<file path="src/rtl/raabb_fp_pkg.sv">
// Shared definitions for the Ray-AABB datapath: FloPoCo 11/18 word layout,
// exception codes and the slab_interval_reduce state encoding.
package raabb_fp_pkg;

  // MSB index of a FloPoCo 11/18 word (32 bits total)
  localparam int WIDTH  = 31;
  localparam int EXP_W  = 11;
  localparam int FRAC_W = 18;

  // Field slices
  localparam int EXN_HI   = WIDTH;
  localparam int EXN_LO   = WIDTH - 1;
  localparam int SIGN_BIT = WIDTH - 2;
  localparam int EXP_HI   = WIDTH - 3;
  localparam int EXP_LO   = FRAC_W;
  localparam int FRAC_HI  = FRAC_W - 1;
  localparam int FRAC_LO  = 0;

  // Exception field codes
  localparam logic [1:0] EXN_ZERO   = 2'b00;
  localparam logic [1:0] EXN_NORMAL = 2'b01;
  localparam logic [1:0] EXN_INF    = 2'b10;
  localparam logic [1:0] EXN_NAN    = 2'b11;

  localparam logic [WIDTH:0] FP_ZERO = '0;

  typedef enum logic [2:0] {
    ST_IDLE     = 3'd0,
    ST_CMP_WAIT = 3'd1,
    ST_UPDATE   = 3'd2,
    ST_FIN_WAIT = 3'd3,
    ST_FIN      = 3'd4,
    ST_OUT      = 3'd5
  } state_t;

  function automatic logic fp_is_nan(input logic [WIDTH:0] v);
    return v[EXN_HI:EXN_LO] == EXN_NAN;
  endfunction

endpackage

</file>
<file path="src/rtl/less_than.sv">
// FloPoCo 11/18 ordering comparator. less=1 only when a-b would be a normal,
// negative number: equal operands (zero difference) and any inf/NaN
// involvement report "not less". Result is valid CMP_LAT cycles after the
// operands become stable.
module less_than
  import raabb_fp_pkg::*;
#(
  parameter int WIDTH   = raabb_fp_pkg::WIDTH,
  parameter int CMP_LAT = 4
) (
  input  logic           clk,
  input  logic           rst,
  input  logic [WIDTH:0] a,
  input  logic [WIDTH:0] b,
  output logic           less
);

  // Ordering of two finite values; zeros of either sign rank as 0 and any
  // normal (even exponent 0, fraction 0) ranks above zero in magnitude.
  function automatic logic fp_lt(input logic [WIDTH:0] x, input logic [WIDTH:0] y);
    logic [1:0]             ex;
    logic [1:0]             ey;
    logic                   nx;
    logic                   ny;
    logic [EXP_W+FRAC_W:0]  kx;
    logic [EXP_W+FRAC_W:0]  ky;
    logic                   r;
    ex = x[EXN_HI:EXN_LO];
    ey = y[EXN_HI:EXN_LO];
    nx = (ex == EXN_NORMAL) && x[SIGN_BIT];
    ny = (ey == EXN_NORMAL) && y[SIGN_BIT];
    kx = {ex == EXN_NORMAL, x[EXP_HI:FRAC_LO]};
    ky = {ey == EXN_NORMAL, y[EXP_HI:FRAC_LO]};
    if (ex[1] || ey[1]) begin
      r = 1'b0;
    end else if (nx != ny) begin
      r = nx;
    end else if (nx) begin
      r = kx > ky;
    end else begin
      r = kx < ky;
    end
    return r;
  endfunction

  logic               less_d;
  logic [CMP_LAT-1:0] less_pipe_d;
  logic [CMP_LAT-1:0] less_pipe_q;

  // Decision plus shift of the result through the latency pipeline
  always_comb begin
    less_d         = fp_lt(a, b);
    less_pipe_d    = less_pipe_q;
    less_pipe_d[0] = less_d;
    for (int i = 1; i < CMP_LAT; i++) begin
      less_pipe_d[i] = less_pipe_q[i-1];
    end
  end

  // Latency pipeline, cleared by reset so no stale decision survives
  always_ff @(posedge clk or posedge rst) begin
    if (rst) less_pipe_q <= '0;
    else     less_pipe_q <= less_pipe_d;
  end

  assign less = less_pipe_q[CMP_LAT-1];

endmodule

</file>
<file path="src/rtl/slab_interval_reduce.sv">
// Reduces per-axis slab intervals (t_near, t_far) of one ray to
// t_enter = max(t_near), t_exit = min(t_far) and issues the hit decision.
// Iterative: one axis at a time, every ordering decision from two less_than
// instances. Values are only moved, never modified.
// Optional build macro: RAABB_NAN_MISS_EN (NaN on any accepted input forces a miss).
module slab_interval_reduce
  import raabb_fp_pkg::*;
#(
  parameter int WIDTH   = raabb_fp_pkg::WIDTH,
  parameter int CMP_LAT = 4,
  parameter int NAXES   = 3
) (
  input  logic           clk,
  input  logic           rst,
  input  logic           in_valid,
  output logic           in_ready,
  input  logic [WIDTH:0] in_near,
  input  logic [WIDTH:0] in_far,
  output logic           out_valid,
  input  logic           out_ready,
  output logic           out_hit,
  output logic [WIDTH:0] out_tenter,
  output logic [WIDTH:0] out_texit
);

  localparam int CNT_W  = $clog2(NAXES + 1);
  localparam int WAIT_W = $clog2(CMP_LAT + 1);
  localparam logic [CNT_W-1:0]  NAXES_C    = CNT_W'(NAXES);
  localparam logic [WAIT_W-1:0] WAIT_LAST  = WAIT_W'(CMP_LAT - 1);

  state_t            state_d,      state_q;
  logic [CNT_W-1:0]  axis_cnt_d,   axis_cnt_q;
  logic [WAIT_W-1:0] wait_cnt_d,   wait_cnt_q;
  logic              in_ready_d,   in_ready_q;
  logic              out_valid_d,  out_valid_q;
  logic              out_hit_d,    out_hit_q;
  logic [WIDTH:0]    out_tenter_d, out_tenter_q;
  logic [WIDTH:0]    out_texit_d,  out_texit_q;

  logic [WIDTH:0]    enter_d,      enter_q;
  logic [WIDTH:0]    exit_d,       exit_q;
  logic [WIDTH:0]    cand_near_d,  cand_near_q;
  logic [WIDTH:0]    cand_far_d,   cand_far_q;
  logic [WIDTH:0]    cmpa_x_d,     cmpa_x_q;
  logic [WIDTH:0]    cmpa_y_d,     cmpa_y_q;
  logic [WIDTH:0]    cmpb_x_d,     cmpb_x_q;
  logic [WIDTH:0]    cmpb_y_d,     cmpb_y_q;

  logic              less_a;
  logic              less_b;
  logic              nan_miss;

`ifdef RAABB_NAN_MISS_EN
  logic              nan_seen_d,   nan_seen_q;
  assign nan_miss = nan_seen_q;
`else
  assign nan_miss = 1'b0;
`endif

  // A: accumulator vs candidate near (or final exit vs enter)
  less_than #(.WIDTH(WIDTH), .CMP_LAT(CMP_LAT)) u_cmp_a (
    .clk  (clk),
    .rst  (rst),
    .a    (cmpa_x_q),
    .b    (cmpa_y_q),
    .less (less_a)
  );

  // B: candidate far vs accumulator (or final exit vs zero)
  less_than #(.WIDTH(WIDTH), .CMP_LAT(CMP_LAT)) u_cmp_b (
    .clk  (clk),
    .rst  (rst),
    .a    (cmpb_x_q),
    .b    (cmpb_y_q),
    .less (less_b)
  );

  // Next-state and datapath steering
  always_comb begin
    state_d      = state_q;
    axis_cnt_d   = axis_cnt_q;
    wait_cnt_d   = wait_cnt_q;
    out_valid_d  = out_valid_q;
    out_hit_d    = out_hit_q;
    out_tenter_d = out_tenter_q;
    out_texit_d  = out_texit_q;
    enter_d      = enter_q;
    exit_d       = exit_q;
    cand_near_d  = cand_near_q;
    cand_far_d   = cand_far_q;
    cmpa_x_d     = cmpa_x_q;
    cmpa_y_d     = cmpa_y_q;
    cmpb_x_d     = cmpb_x_q;
    cmpb_y_d     = cmpb_y_q;
`ifdef RAABB_NAN_MISS_EN
    nan_seen_d   = nan_seen_q;
`endif

    case (state_q)
      ST_IDLE: begin
        if (in_valid && in_ready_q) begin
`ifdef RAABB_NAN_MISS_EN
          nan_seen_d = nan_seen_q | fp_is_nan(in_near) | fp_is_nan(in_far);
`endif
          if (axis_cnt_q == '0) begin
            enter_d    = in_near;
            exit_d     = in_far;
            axis_cnt_d = CNT_W'(1);
            if (NAXES == 1) begin
              // Single-axis ray: straight to the final decision
              cmpa_x_d   = in_far;
              cmpa_y_d   = in_near;
              cmpb_x_d   = in_far;
              cmpb_y_d   = FP_ZERO;
              wait_cnt_d = '0;
              state_d    = ST_FIN_WAIT;
            end
          end else begin
            cand_near_d = in_near;
            cand_far_d  = in_far;
            cmpa_x_d    = enter_q;
            cmpa_y_d    = in_near;
            cmpb_x_d    = in_far;
            cmpb_y_d    = exit_q;
            wait_cnt_d  = '0;
            state_d     = ST_CMP_WAIT;
          end
        end
      end

      ST_CMP_WAIT: begin
        if (wait_cnt_q == WAIT_LAST) state_d = ST_UPDATE;
        else                         wait_cnt_d = wait_cnt_q + WAIT_W'(1);
      end

      ST_UPDATE: begin
        if (less_a) enter_d = cand_near_q;
        if (less_b) exit_d  = cand_far_q;
        axis_cnt_d = axis_cnt_q + CNT_W'(1);
        if (axis_cnt_d == NAXES_C) begin
          // Miss if exit < enter or exit < 0
          cmpa_x_d   = exit_d;
          cmpa_y_d   = enter_d;
          cmpb_x_d   = exit_d;
          cmpb_y_d   = FP_ZERO;
          wait_cnt_d = '0;
          state_d    = ST_FIN_WAIT;
        end else begin
          state_d    = ST_IDLE;
        end
      end

      ST_FIN_WAIT: begin
        if (wait_cnt_q == WAIT_LAST) state_d = ST_FIN;
        else                         wait_cnt_d = wait_cnt_q + WAIT_W'(1);
      end

      ST_FIN: begin
        out_hit_d    = !less_a && !less_b && !nan_miss;
        out_tenter_d = enter_q;
        out_texit_d  = exit_q;
        out_valid_d  = 1'b1;
        state_d      = ST_OUT;
      end

      ST_OUT: begin
        if (out_ready) begin
          out_valid_d = 1'b0;
          axis_cnt_d  = '0;
`ifdef RAABB_NAN_MISS_EN
          nan_seen_d  = 1'b0;
`endif
          state_d     = ST_IDLE;
        end
      end

      default: begin
        state_d = ST_IDLE;
      end
    endcase

    in_ready_d = (state_d == ST_IDLE);
  end

  // Control and output registers, cleared asynchronously
  always_ff @(posedge clk or posedge rst) begin
    if (rst) begin
      state_q      <= ST_IDLE;
      axis_cnt_q   <= '0;
      wait_cnt_q   <= '0;
      in_ready_q   <= 1'b0;
      out_valid_q  <= 1'b0;
      out_hit_q    <= 1'b0;
      out_tenter_q <= '0;
      out_texit_q  <= '0;
    end else begin
      state_q      <= state_d;
      axis_cnt_q   <= axis_cnt_d;
      wait_cnt_q   <= wait_cnt_d;
      in_ready_q   <= in_ready_d;
      out_valid_q  <= out_valid_d;
      out_hit_q    <= out_hit_d;
      out_tenter_q <= out_tenter_d;
      out_texit_q  <= out_texit_d;
    end
  end

`ifdef RAABB_NAN_MISS_EN
  // Sticky NaN flag for the ray in flight
  always_ff @(posedge clk or posedge rst) begin
    if (rst) nan_seen_q <= 1'b0;
    else     nan_seen_q <= nan_seen_d;
  end
`endif

  // Interval accumulators and comparator operands; always reloaded before use
  always_ff @(posedge clk) begin
    enter_q     <= enter_d;
    exit_q      <= exit_d;
    cand_near_q <= cand_near_d;
    cand_far_q  <= cand_far_d;
    cmpa_x_q    <= cmpa_x_d;
    cmpa_y_q    <= cmpa_y_d;
    cmpb_x_q    <= cmpb_x_d;
    cmpb_y_q    <= cmpb_y_d;
  end

  assign in_ready   = in_ready_q;
  assign out_valid  = out_valid_q;
  assign out_hit    = out_hit_q;
  assign out_tenter = out_tenter_q;
  assign out_texit  = out_texit_q;

endmodule
</file>
<file path="config.mk">
export PLATFORM = sky130hd
export DESIGN_NAME = slab_interval_reduce
export DESIGN_NICKNAME = d
export VERILOG_FILES = /design/src/rtl/raabb_fp_pkg.sv /design/src/rtl/less_than.sv /design/src/rtl/slab_interval_reduce.sv
export SDC_FILE = /design/constraint.sdc
export NUM_CORES = 1
export LEC_CHECK = 0
export ABC_CLOCK_PERIOD_IN_PS = 7000
export BUFFER_PORTS_ARGS = -buffer_cell sky130_fd_sc_hd__buf_2
export CAP_MARGIN = 20
export CORE_ASPECT_RATIO = 1.1
export CORE_MARGIN = 1
export CORE_UTILIZATION = 55
export CTS_BUF_LIST = sky130_fd_sc_hd__clkbuf_2
export DETAILED_ROUTE_END_ITERATION = 6
export HOLD_SLACK_MARGIN = 0.1
export PLACE_DENSITY = 0.79
export SYNTH_ARGS = -nofsm -noshare
export SYNTH_HDL_FRONTEND = slang
export SYNTH_HIERARCHICAL = 1
export SYNTH_SLANG_ARGS = --single-unit
</file>
<file path="constraint.sdc">
create_clock -name clk -period 7 [get_ports clk]
set_input_delay 0.35 -clock clk [delete_from_list [all_inputs] [get_ports clk]]
set_output_delay 0.35 -clock clk [all_outputs]
set_load 0.005 [all_outputs]
</file>
==> key figures, run 1 <==
Synth
  • Average size of a mapped cell: between 10 and 15 sq um
  • Area share of the largest cell type after synthesis: 0.529
  • Synth Flop Type: edfxtp_1
  • Post-synth EDFFs: about 260
  • Yosys warnings: 6
  • Synth Register Bits: about 340
  • Register area share after synthesis: 0.672
  • Synth area leaders: edfxtp_1 (53%), dfrtp_1 (14%), ha_1 (5.5%)
  • Count of different cell masters after synthesis: 52
  • Syn Inst Count: 991
  • Asr flop ratio synth: 0.245
  • Post-Syn Area: around 0.015 sq mm
  • Syn_nets: around 1100
  • Synth area leader: edfxtp_1

Placed design
  • Port bufs: about 130
  • Routability Congestion: about 0.8
  • Hpwl dp: between 15 and 20 mm

Global route
  • Grt ovf: 0
  • GRT Overall Usage: 0.222
  • Global-route wire length before repair: 45.7 mm
  • Largest net degree at the start of global routing: just under 200
  • Number of global-route vias before repair: between 8000 and 9000
  • Initial antenna violation count: 1

Critical path
  • Worst R2R Path Depth: 5
  • Reg-to-Reg Start: state_q[0]
  • Top delay family on crit path: buffers and inverters
  • CP arrival: approximately 3.9 ns
  • Reg-to-Reg End: cmpb_y_q[18]
  • CP endpoint kind: flip-flop
  • Critical path class: reg2reg
  • CP cell instances: nor3b_4 > buf_12 > a2bb2o_4 > buf_16 > buf_4
  • CP Data Required Time: around 7.5 ns
  • Crit path buf inv count: 3
  • Reg2Reg Setup Slack: between 3 and 4 ns
  • Crit-path slowest cell: buf_4
  • Max incr delay on CP: 0.62 ns
  • Worst-path maximum fanout: 194
  • Crit path launch type: flip-flop

Clock tree
  • Number of buffers on the longest clock path: 3
  • Max H-tree Level: 3
  • Clock slew at reported path FFs: 0.11 ns
  • CTS tree: done
  • Worst-Skew Late Latency: approximately 0.9 ns
  • Num Clock Sinks: about 340
  • Gates resized, CTS repair: 0
  • Clock root buffer: clkbuf_2
  • CTS buffer count: 81

Power
  • Leak: 6.94 nW
  • Power Total: between 6 and 7 mW
  • Peak supply drop: 0.000209 V
  • PwrDens: approximately 360 mW/mm^2

Floorplan
  • Rows: 62
  • Die width: 157 microns
  • CORE AREA: approximately 0.026 sq mm
  • Die height: roughly 170 microns
  • Starting Density: 0.559
  • Die area: approximately 0.027 sq mm
  • # IOs: ~140

Routing
  • Antenna Nets Post-Route: 0
  • Detailed Route WL: 29.1 mm
  • Routed vias/inst: 5.30
  • Initial DRT Pass Iterations: 5
  • Wire length per cell: around 17 microns
  • Vias: 8834
  • Drt drc: 0
  • Initial drt markers: about 570

Layout
  • Layout cell share with drive strength beyond 1: 0.240
  • Post-synthesis to final-layout area growth: 17.2%
  • Commonest non-fill, non-tap cells in the layout: edfxtp_1 (256), buf_2 (134), clkbuf_2 (121), dfrtp_1 (81), inv_1 (69)
  • Final nets: ~1400
  • # fillers: 1900
  • Commonest non-fill, non-tap cell in the layout: edfxtp_1

Timing
  • Highest clock rate: 0.289 GHz
  • RSZ-0062 raised after global routing: false
  • Fin crit period: 3.46 ns
  • Setup TNS: 0 ns
  • Slew @ Worst Pin: 1.03 ns
  • Setup violations, final: 0
  • Final Hold Vio Count: 0
  • Tcrit/Tclk final: 0.495
  • Slew Viols, Final: 0
  • Final clock skew: between 0.06 and 0.07 ns
  • Slew HR: 0.314

Outcome
  • Outcome: complete, no violations

Min path
  • Min-delay worst type: in2async

Run
  • Max Cap Violations: 0
report_power, final:
part | leakage [nW] | switching [mW] | internal (mW)
Combinational | 2.98 | 0.908 | 0.719
Sequential | 3.37 | 0.276 | 2.86
Clock | 0.592 | 0.782 | 0.578
sequential cells by signal (all words and copies together) (netlist names), 4 cells and up:
| signal | cells |
|---|---|
| enter_q | 32 |
| cand_near_q | 32 |
| cmpb_x_q | 32 |
| cmpa_x_q | 32 |
| u_cmp_a/less_pipe_q | 4 |
| u_cmp_b/less_pipe_q | 4 |
| out_tenter | 32 |
| cmpb_y_q | 32 |
| cmpa_y_q | 32 |
| cand_far_q | 32 |
| exit_q | 32 |
| out_texit | 32 |
worst max-delay path by stage:
stage	start	end	cells after the start
after CTS	state_q[0]	cmpb_y_q[18]	4
final	state_q[0]	cmpb_y_q[18]	5
after detailed placement	state_q[0]	cmpb_y_q[1]	4
after global routing	state_q[0]	cmpb_y_q[18]	5
after global placement	state_q[0]	cmpb_x_q[1]	4
after floorplan	state_q[0]	cand_far_q[0]	2
worst register-to-register path, stage by stage, from the launching register on:
cell and delay, ns:
dfrtp_1 0.61, nor3b_4 0.30, buf_12 0.57, a2bb2o_4 0.59, buf_16 0.31, buf_4 0.67
metrics by stage:
stage               instance area [sq um]  utilization  setup slack (ns)  hold slack, ns  std cells
detailed placement                  15500        0.595              3.30           0.291       1445
finish                              17000        0.655              3.54           0.190       1668
global route                        17000        0.655              3.30           0.138       1668
floorplan                           14500            -              2.96           0.116        991
global placement                    15500        0.595              3.40           0.287       1445
CTS                                 17000        0.653              3.21           0.127       1665
synthesized netlist by cell type, types with 3 or more instances:
library cell	n
a21o_1	7
a21oi_1	63
buf_12	3
buf_2	29
clkbuf_1	4
dfrtp_1	83
edfxtp_1	256
ha_1	64
inv_1	70
mux2_1	40
mux2_2	26
mux2i_1	64
nand2_1	55
nand2b_1	5
nand3_1	5
nand3b_1	3
nand4_1	8
nor2_1	46
nor2b_1	35
nor3_1	4
nor4_1	4
o21a_1	65
o21ai_0	11
o31ai_1	4
routing by layer:
layer	up-vias	GRT usage	part of all wire
met2	298	0.374	0.50
li1	4205	-	-
met1	4278	0.282	0.42
met3	53	0.0421	0.057
met4	0	0.0942	0.025
met5	-	0	0
layout make-up:
| cell class | instances | area [sq um] | share of cell area |
|---|---|---|---|
| repair buffers | 212 | 1480 | 0.0869 |
| inverters | 70 | 264 | 0.0155 |
| diodes | 1 | 2.50 | 0.000147 |
| clock buffers | 121 | 606 | 0.0356 |
| clock inverters | 31 | 214 | 0.0126 |
| well taps | 352 | 440 | 0.0259 |
| flip-flops and latches | 339 | 9770 | 0.574 |
| multi-input cells | 542 | 4250 | 0.250 |
what timing repair did:
action	4_1_cts	5_1_grt
setup endpoints to repair	0	0
endpoints found under the hold margin	284	0
buffers inserted	0	0
hold buffers	68	0
cells by family (layout without fill, tap and decap cells):
family	count (synthesis)	in the layout	share of synthesized area
compound gates	168	168	0.0782
flops	339	339	0.672
buf+inv	110	434	0.0361
other cells	0	1	0
simple gates	179	179	0.0622
fa+ha+maj	64	64	0.0551
xor+xnor	1	1	0.000603
mux	130	130	0.0953
Note: power is estimated with default switching activity, not from simulation.
==> run 2: changes to the inputs <==
- ABC_AREA: not set -> 1
- ABC_CLOCK_PERIOD_IN_PS: 7000 -> 3600
- clock period: 7 -> 3.6 ns (I/O delays scaled with it)
==> run 2 against run 1 <==
Net effect:
- via count rose by 21%
- synthesized cell count rose by 34%
- non-clock buffer count rose by 67
- sequential power rose by 93%
- clock power rose by 82%
- highest routed layer unchanged
==> key figures, run 2 <==
Synth
  • Post-synth EDFFs: 256
  • Most instantiated cells after synthesis: nand2_1 (370), edfxtp_1 (256), inv_1 (172)
  • Synth area leaders: edfxtp_1 (53%), dfrtp_1 (14%), nand2_1 (9.6%)
  • Syn_nets: around 1500
  • Synth Flop Type: edfxtp_1
  • Post-Syn Area: ~0.015 sq mm
  • Syn Inst Count: ~1300
  • Yosys warnings: 6
  • Register area share after synthesis: 0.673
  • Synth area leader: edfxtp_1
  • Count of different cell masters after synthesis: 30
  • Average size of a mapped cell: ~11 sq um
  • Count leader, synth: nand2_1
  • Area share of the largest cell type after synthesis: 0.530
  • Asr flop ratio synth: 0.245
  • Synth Register Bits: about 340

Critical path
  • Reg-to-Reg End: cmpb_x_q[2]
  • Critical path depth: 8
  • CP cell instances: inv_1 > ha_1 > inv_1 > nand3_1 > nand3_1 > nand2_1 > clkinvlp_4 > buf_12
  • Reg2Reg Setup Slack: 0.85 ns
  • Crit path launch type: flip-flop
  • Top delay family on crit path: buffers and inverters
  • CP endpoint kind: flip-flop
  • Reg-to-Reg Start: axis_cnt_q[0]
  • Crit path from: axis_cnt_q[0]
  • CP Data Required Time: 4.17 ns
  • Crit-path slowest cell: clkinvlp_4
  • Critical path class: reg2reg
  • CP arrival: approximately 3.3 ns
  • CP Capture Point: cmpb_x_q[2]
  • Worst-path maximum fanout: 40
  • Crit path buf inv count: 4
  • Max incr delay on CP: 0.70 ns
  • Worst R2R Path Depth: 8

Routing
  • Initial drt markers: about 960
  • Routed vias/inst: around 5.2
  • Drt drc: 0
  • Detailed Route WL: 34.5 mm
  • Initial DRT Pass Iterations: 5
  • Vias: between 10000 and 15000
  • Antenna Nets Post-Route: 0
  • Wire length per cell: 16.8 microns

Global route
  • Global-route wire length before repair: roughly 53 mm
  • Grt ovf: 0
  • Initial antenna violation count: 1
  • Largest net degree at the start of global routing: roughly 100
  • GRT Overall Usage: 0.262
  • Number of global-route vias before repair: 10734

Floorplan
  • CORE AREA: 0.0256 sq mm
  • Starting Density: 0.567
  • Rows: 61
  • Die width: approximately 160 microns
  • Die area: around 0.027 sq mm
  • Die height: ~170 microns
  • # IOs: about 140

Clock tree
  • CTS tree: done
  • Worst-Skew Late Latency: about 0.87 ns
  • CTS buffer count: 81
  • Max H-tree Level: 3
  • Num Clock Sinks: approximately 340
  • Number of buffers on the longest clock path: 3
  • Clock root buffer: clkbuf_2
  • Post-CTS setup buffer count: 0
  • Clock slew at reported path FFs: between 0.1 and 0.15 ns

Timing
  • Slew Viols, Final: 0
  • Fin crit period: 2.75 ns
  • Final Hold Vio Count: 0
  • Final clock skew: roughly 0.05 ns
  • Setup TNS: 0 ns
  • RSZ-0062 raised after global routing: false
  • Slew @ Worst Pin: between 1 and 1.5 ns
  • Setup violations, final: 0
  • Slew HR: 0.269
  • Highest clock rate: 0.363 GHz
  • Tcrit/Tclk final: 0.764

Power
  • Leak: around 8.0 nW
  • PwrDens: approximately 680 mW/mm^2
  • Peak supply drop: 0.000361 V

Placed design
  • Hpwl dp: 20.5 mm
  • Placement Cell Area: around 0.016 sq mm
  • Port bufs: approximately 130
  • Routability Congestion: between 0.7 and 0.8

Layout
  • Final instance area: approximately 0.018 sq mm
  • Post-synthesis to final-layout area growth: 21.5%
  • Final nets: between 1500 and 2000
  • Commonest non-fill, non-tap cells in the layout: nand2_1 (370), edfxtp_1 (256), inv_1 (170), buf_2 (134), dlygate4sd3_1 (133)
  • Commonest non-fill, non-tap cell in the layout: nand2_1
  • Layout cell share with drive strength beyond 1: 0.180

Run
  • Max Cap Violations: 0

Min path
  • Min-delay worst type: in2reg

Outcome
  • Outcome: complete, no violations
-- run 2: changes by cell type after synthesis, moves of 35 or more --
cell	before	now
inv_1	70	172
a21oi_1	63	18
o21ai_0	11	118
mux2_1	40	0
nor2_1	46	88
nand2_1	55	370
mux2i_1	64	0
o21a_1	65	0
nor2b_1	35	0
-- run 2: cells by family after synthesis --
| logic type | Yosys count | share of synthesized area |
|---|---|---|
| simple gates | 507 | 0.140 |
| buf+inv | 223 | 0.0614 |
| fa+ha+maj | 64 | 0.0552 |
| flops | 339 | 0.673 |
| compound gates | 190 | 0.0703 |
-- run 2: cell type report --
cell class              count  area (sq um)
flip-flops and latches    339          9770
fillers                  1816          7940
multi-input cells         761          3880
repair buffers            279          2160
inverters                 173           657
clock buffers             127           636
well taps                 346           433
clock inverters            24          92.6
diodes                      1          2.50
-- run 2: what timing repair did --
item                      CTS  global route
gates resized for setup     0             0
hold endpoints to repair  304             0
hold buffers              133             0
-- run 2: worst min path at each step --
stage | from | to | depth (start not counted)
5_1_grt | in_far[29] | exit_q[29] | 4
3_3_place_gp | rst | u_cmp_b/less_pipe_q[0] | 2
6_report | in_far[9] | cmpb_x_q[9] | 4
4_1_cts | in_far[18] | cmpb_x_q[18] | 4
3_5_place_dp | rst | u_cmp_a/less_pipe_q[3] | 2
2_1_floorplan | rst | u_cmp_a/less_pipe_q[0] | 1
-- run 2: layer usage --
metal  track usage  routed length [microns]
met3        0.0459                     2250
met5             0                        0
met4         0.126                     1130
met1         0.336                    14300
met2         0.434                    16800
-- run 2: report_power, final --
group	internal (mW)	leakage (nW)	switching, mW	total, mW
clock	0.931	0.575	1.55	2.48
combinational	1.27	4.02	2.22	3.49
sequential	5.53	3.42	0.523	6.05
-- run 2: worst reg2reg max path: cells and delay by family (launching register included) --
kind | cells | cell delay (ns)
adder cells (fa/ha/maj) | 1 | 0.19
flip-flops | 1 | 0.39
AND/OR/NAND/NOR | 3 | 0.54
buffers and inverters | 4 | 1.35
-- run 2: through the flow --
| stage | cells | hold WS, ns | power [mW] | utilization | setup WS, ns |
|---|---|---|---|---|---|
| floorplan | 1323 | -0.0539 | 8.21 | - | -0.0998 |
| global placement | 1764 | 0.130 | 9.22 | 0.608 | 0.975 |
| detailed placement | 1764 | 0.141 | 9.42 | 0.608 | 0.911 |
| CTS | 2048 | 0.107 | 12.0 | 0.688 | 0.853 |
| global route | 2050 | 0.136 | 12.8 | 0.689 | 0.618 |
| finish | 2050 | 0.150 | 12.0 | 0.689 | 0.848 |
==> run 3: changes to the inputs <==
- ABC_CLOCK_PERIOD_IN_PS: 3600 -> 2440
- PLACE_DENSITY: 0.79 -> 0.82
- clock period: 3.6 -> 2.44 ns (I/O delays scaled with it)
==> run 3 against run 2 <==
Net effect:
- flip-flop and latch count stayed put
- critical path depth fell by 2
- combinational power up 57%
- utilization grew 0.59 points
- critical path type unchanged
- via count rose by 3.5%
- count of clock-buffer cells in the layout grew 4
- largest power group unchanged
- register-to-register slack worse by 0.47 ns
- sequential share of layout area shrank 0.47 points
- total power rose by 50%
- final area up 0.85%
- highest routed layer unchanged
- setup slack got worse by 0.47 ns
==> key figures, run 3 (same netlist as run 2, synthesis figures left out) <==
Clock tree
  • Worst-Skew Late Latency: approximately 0.86 ns
  • Clock root buffer: clkbuf_2
  • Clock slew at reported path FFs: between 0.1 and 0.15 ns
  • Number of buffers on the longest clock path: 3
  • Num Clock Sinks: around 340
  • Max H-tree Level: 3
  • CTS tree: done
  • CTS buffer count: slightly above 80
  • Gates resized, CTS repair: 0

Global route
  • Initial antenna violation count: 2
  • Number of global-route vias before repair: approximately 11000
  • GRT Overall Usage: 0.280
  • Largest net degree at the start of global routing: 83
  • Global-route wire length before repair: around 57 mm
  • Grt ovf: 0

Routing
  • Initial drt markers: around 1000
  • Antenna Nets Post-Route: 0
  • Detailed Route WL: ~37 mm
  • Initial DRT Pass Iterations: 7
  • Drt drc: 0
  • Wire length per cell: 17.8 microns
  • Vias: ~11000
  • Routed vias/inst: approximately 5.4

Floorplan
  • Rows: 61
  • Die width: 157 microns
  • # IOs: 135
  • CORE AREA: roughly 0.026 sq mm
  • Starting Density: 0.567
  • Die area: 0.0270 sq mm
  • Die height: 172 microns

Timing
  • RSZ-0062 raised after global routing: false
  • Slew @ Worst Pin: roughly 0.64 ns
  • Slew HR: 0.570
  • Fin crit period: roughly 2.1 ns
  • Final Hold Vio Count: 0
  • Final clock skew: roughly 0.056 ns
  • Setup ws final: approximately 0.38 ns
  • Tcrit/Tclk final: 0.844
  • Slew Viols, Final: 0
  • Setup violations, final: 0
  • Highest clock rate: 0.486 GHz

Placed design
  • Port bufs: around 130
  • Routability Congestion: just under 0.9
  • Place WS: approximately 0.44 ns
  • Hpwl dp: roughly 21 mm
  • Cells after DPL: between 1500 and 2000

Critical path
  • CP endpoint kind: flip-flop
  • Crit path buf inv count: 4
  • Crit path launch type: flip-flop
  • Max incr delay on CP: between 0.5 and 0.6 ns
  • Cell mode on critical path: inv_1
  • Worst-path maximum fanout: 46
  • CP Data Required Time: 2.91 ns
  • Top delay family on crit path: buffers and inverters
  • CP arrival: between 2 and 3 ns
  • Crit-path slowest cell: dfrtp_1
  • Critical path class: reg2reg
  • CP cell instances: inv_1 > o21ai_1 > inv_1 > nand2_4 > clkinvlp_4 > buf_4

Power
  • Peak supply drop: 0.000715 V
  • Leak: between 8 and 9 nW
  • PwrDens: 1010 mW/mm^2

Layout
  • Final nets: around 1800
  • Layout cell share with drive strength beyond 1: 0.190
  • Post-Layout Cell Count: ~2100
  • Commonest non-fill, non-tap cells in the layout: nand2_1 (369), edfxtp_1 (256), inv_1 (166), dlygate4sd3_1 (136), buf_2 (134)
  • Commonest non-fill, non-tap cell in the layout: nand2_1
  • Post-synthesis to final-layout area growth: 22.5%

Run
  • Max Cap Violations: 0

Outcome
  • Outcome: complete, no violations

Min path
  • Min-delay worst type: in2reg
## run 3: through the flow
stage	area [sq um]	power [mW]	utilization	TNS, ns	hold WS (ns)
after floorplan	14600	12.2	-	-108.88	-0.112
after global placement	15700	13.7	0.613	0	0.0868
after detailed placement	15700	14.1	0.613	0	0.0905
after CTS	17800	17.8	0.695	0	0.105
after global routing	17800	19.2	0.695	0	0.107
final	17800	18.0	0.695	0	0.148
## run 3: what timing repair did
action                    in CTS  in global routing
setup buffers                  0                  0
hold buffers                 136                  0
hold endpoints to repair     410                  0
## run 3: cell type report
type / count / area, sq um
repair buffers: 286 / 2260
inverters: 173 / 657
flip-flops and latches: 339 / 9770
multi-input cells: 761 / 3930
clock inverters: 18 / 72.6
diodes: 2 / 5.00
clock buffers: 131 / 656
well taps: 346 / 433
fillers: 1748 / 7790
## run 3: final timing paths
| kind | start | endpoint | slack (ns) | cells after the start |
|---|---|---|---|---|
| max | state_q[1] | cmpa_y_q[29] | 0.38 | 6 |
| min | in_far[8] | exit_q[8] | 0.15 | 4 |
| max reg2reg | state_q[1] | cmpa_y_q[29] | 0.38 | 6 |
| min reg2reg | u_cmp_a/less_pipe_q[2] | u_cmp_a/less_pipe_q[3] | 0.36 | 0 |
| max in group asynchronous | rst | out_tenter[13] | 1.06 | 5 |
| min in group asynchronous | rst | u_cmp_a/less_pipe_q[3] | 0.45 | 4 |
## run 3: worst register-to-register path: stages (launching register included)
cell and delay (ns):
dfrtp_1 0.54, inv_1 0.24, o21ai_1 0.10, inv_1 0.11, nand2_4 0.07, clkinvlp_4 0.09
buf_4 0.51
## run 3: metal layers
layer  share of wire  vias up  GRT usage
li1                -     5081          -
met1            0.38     5276      0.342
met3           0.081      120     0.0599
met2            0.50      603      0.467
met5               0        -          0
met4           0.042        0      0.148
## run 3: power by group
group / internal, mW / switching (mW) / leakage (nW)
registers: 8.15 / 0.742 / 3.42
clock network: 1.40 / 2.27 / 0.584
logic: 1.95 / 3.52 / 4.07
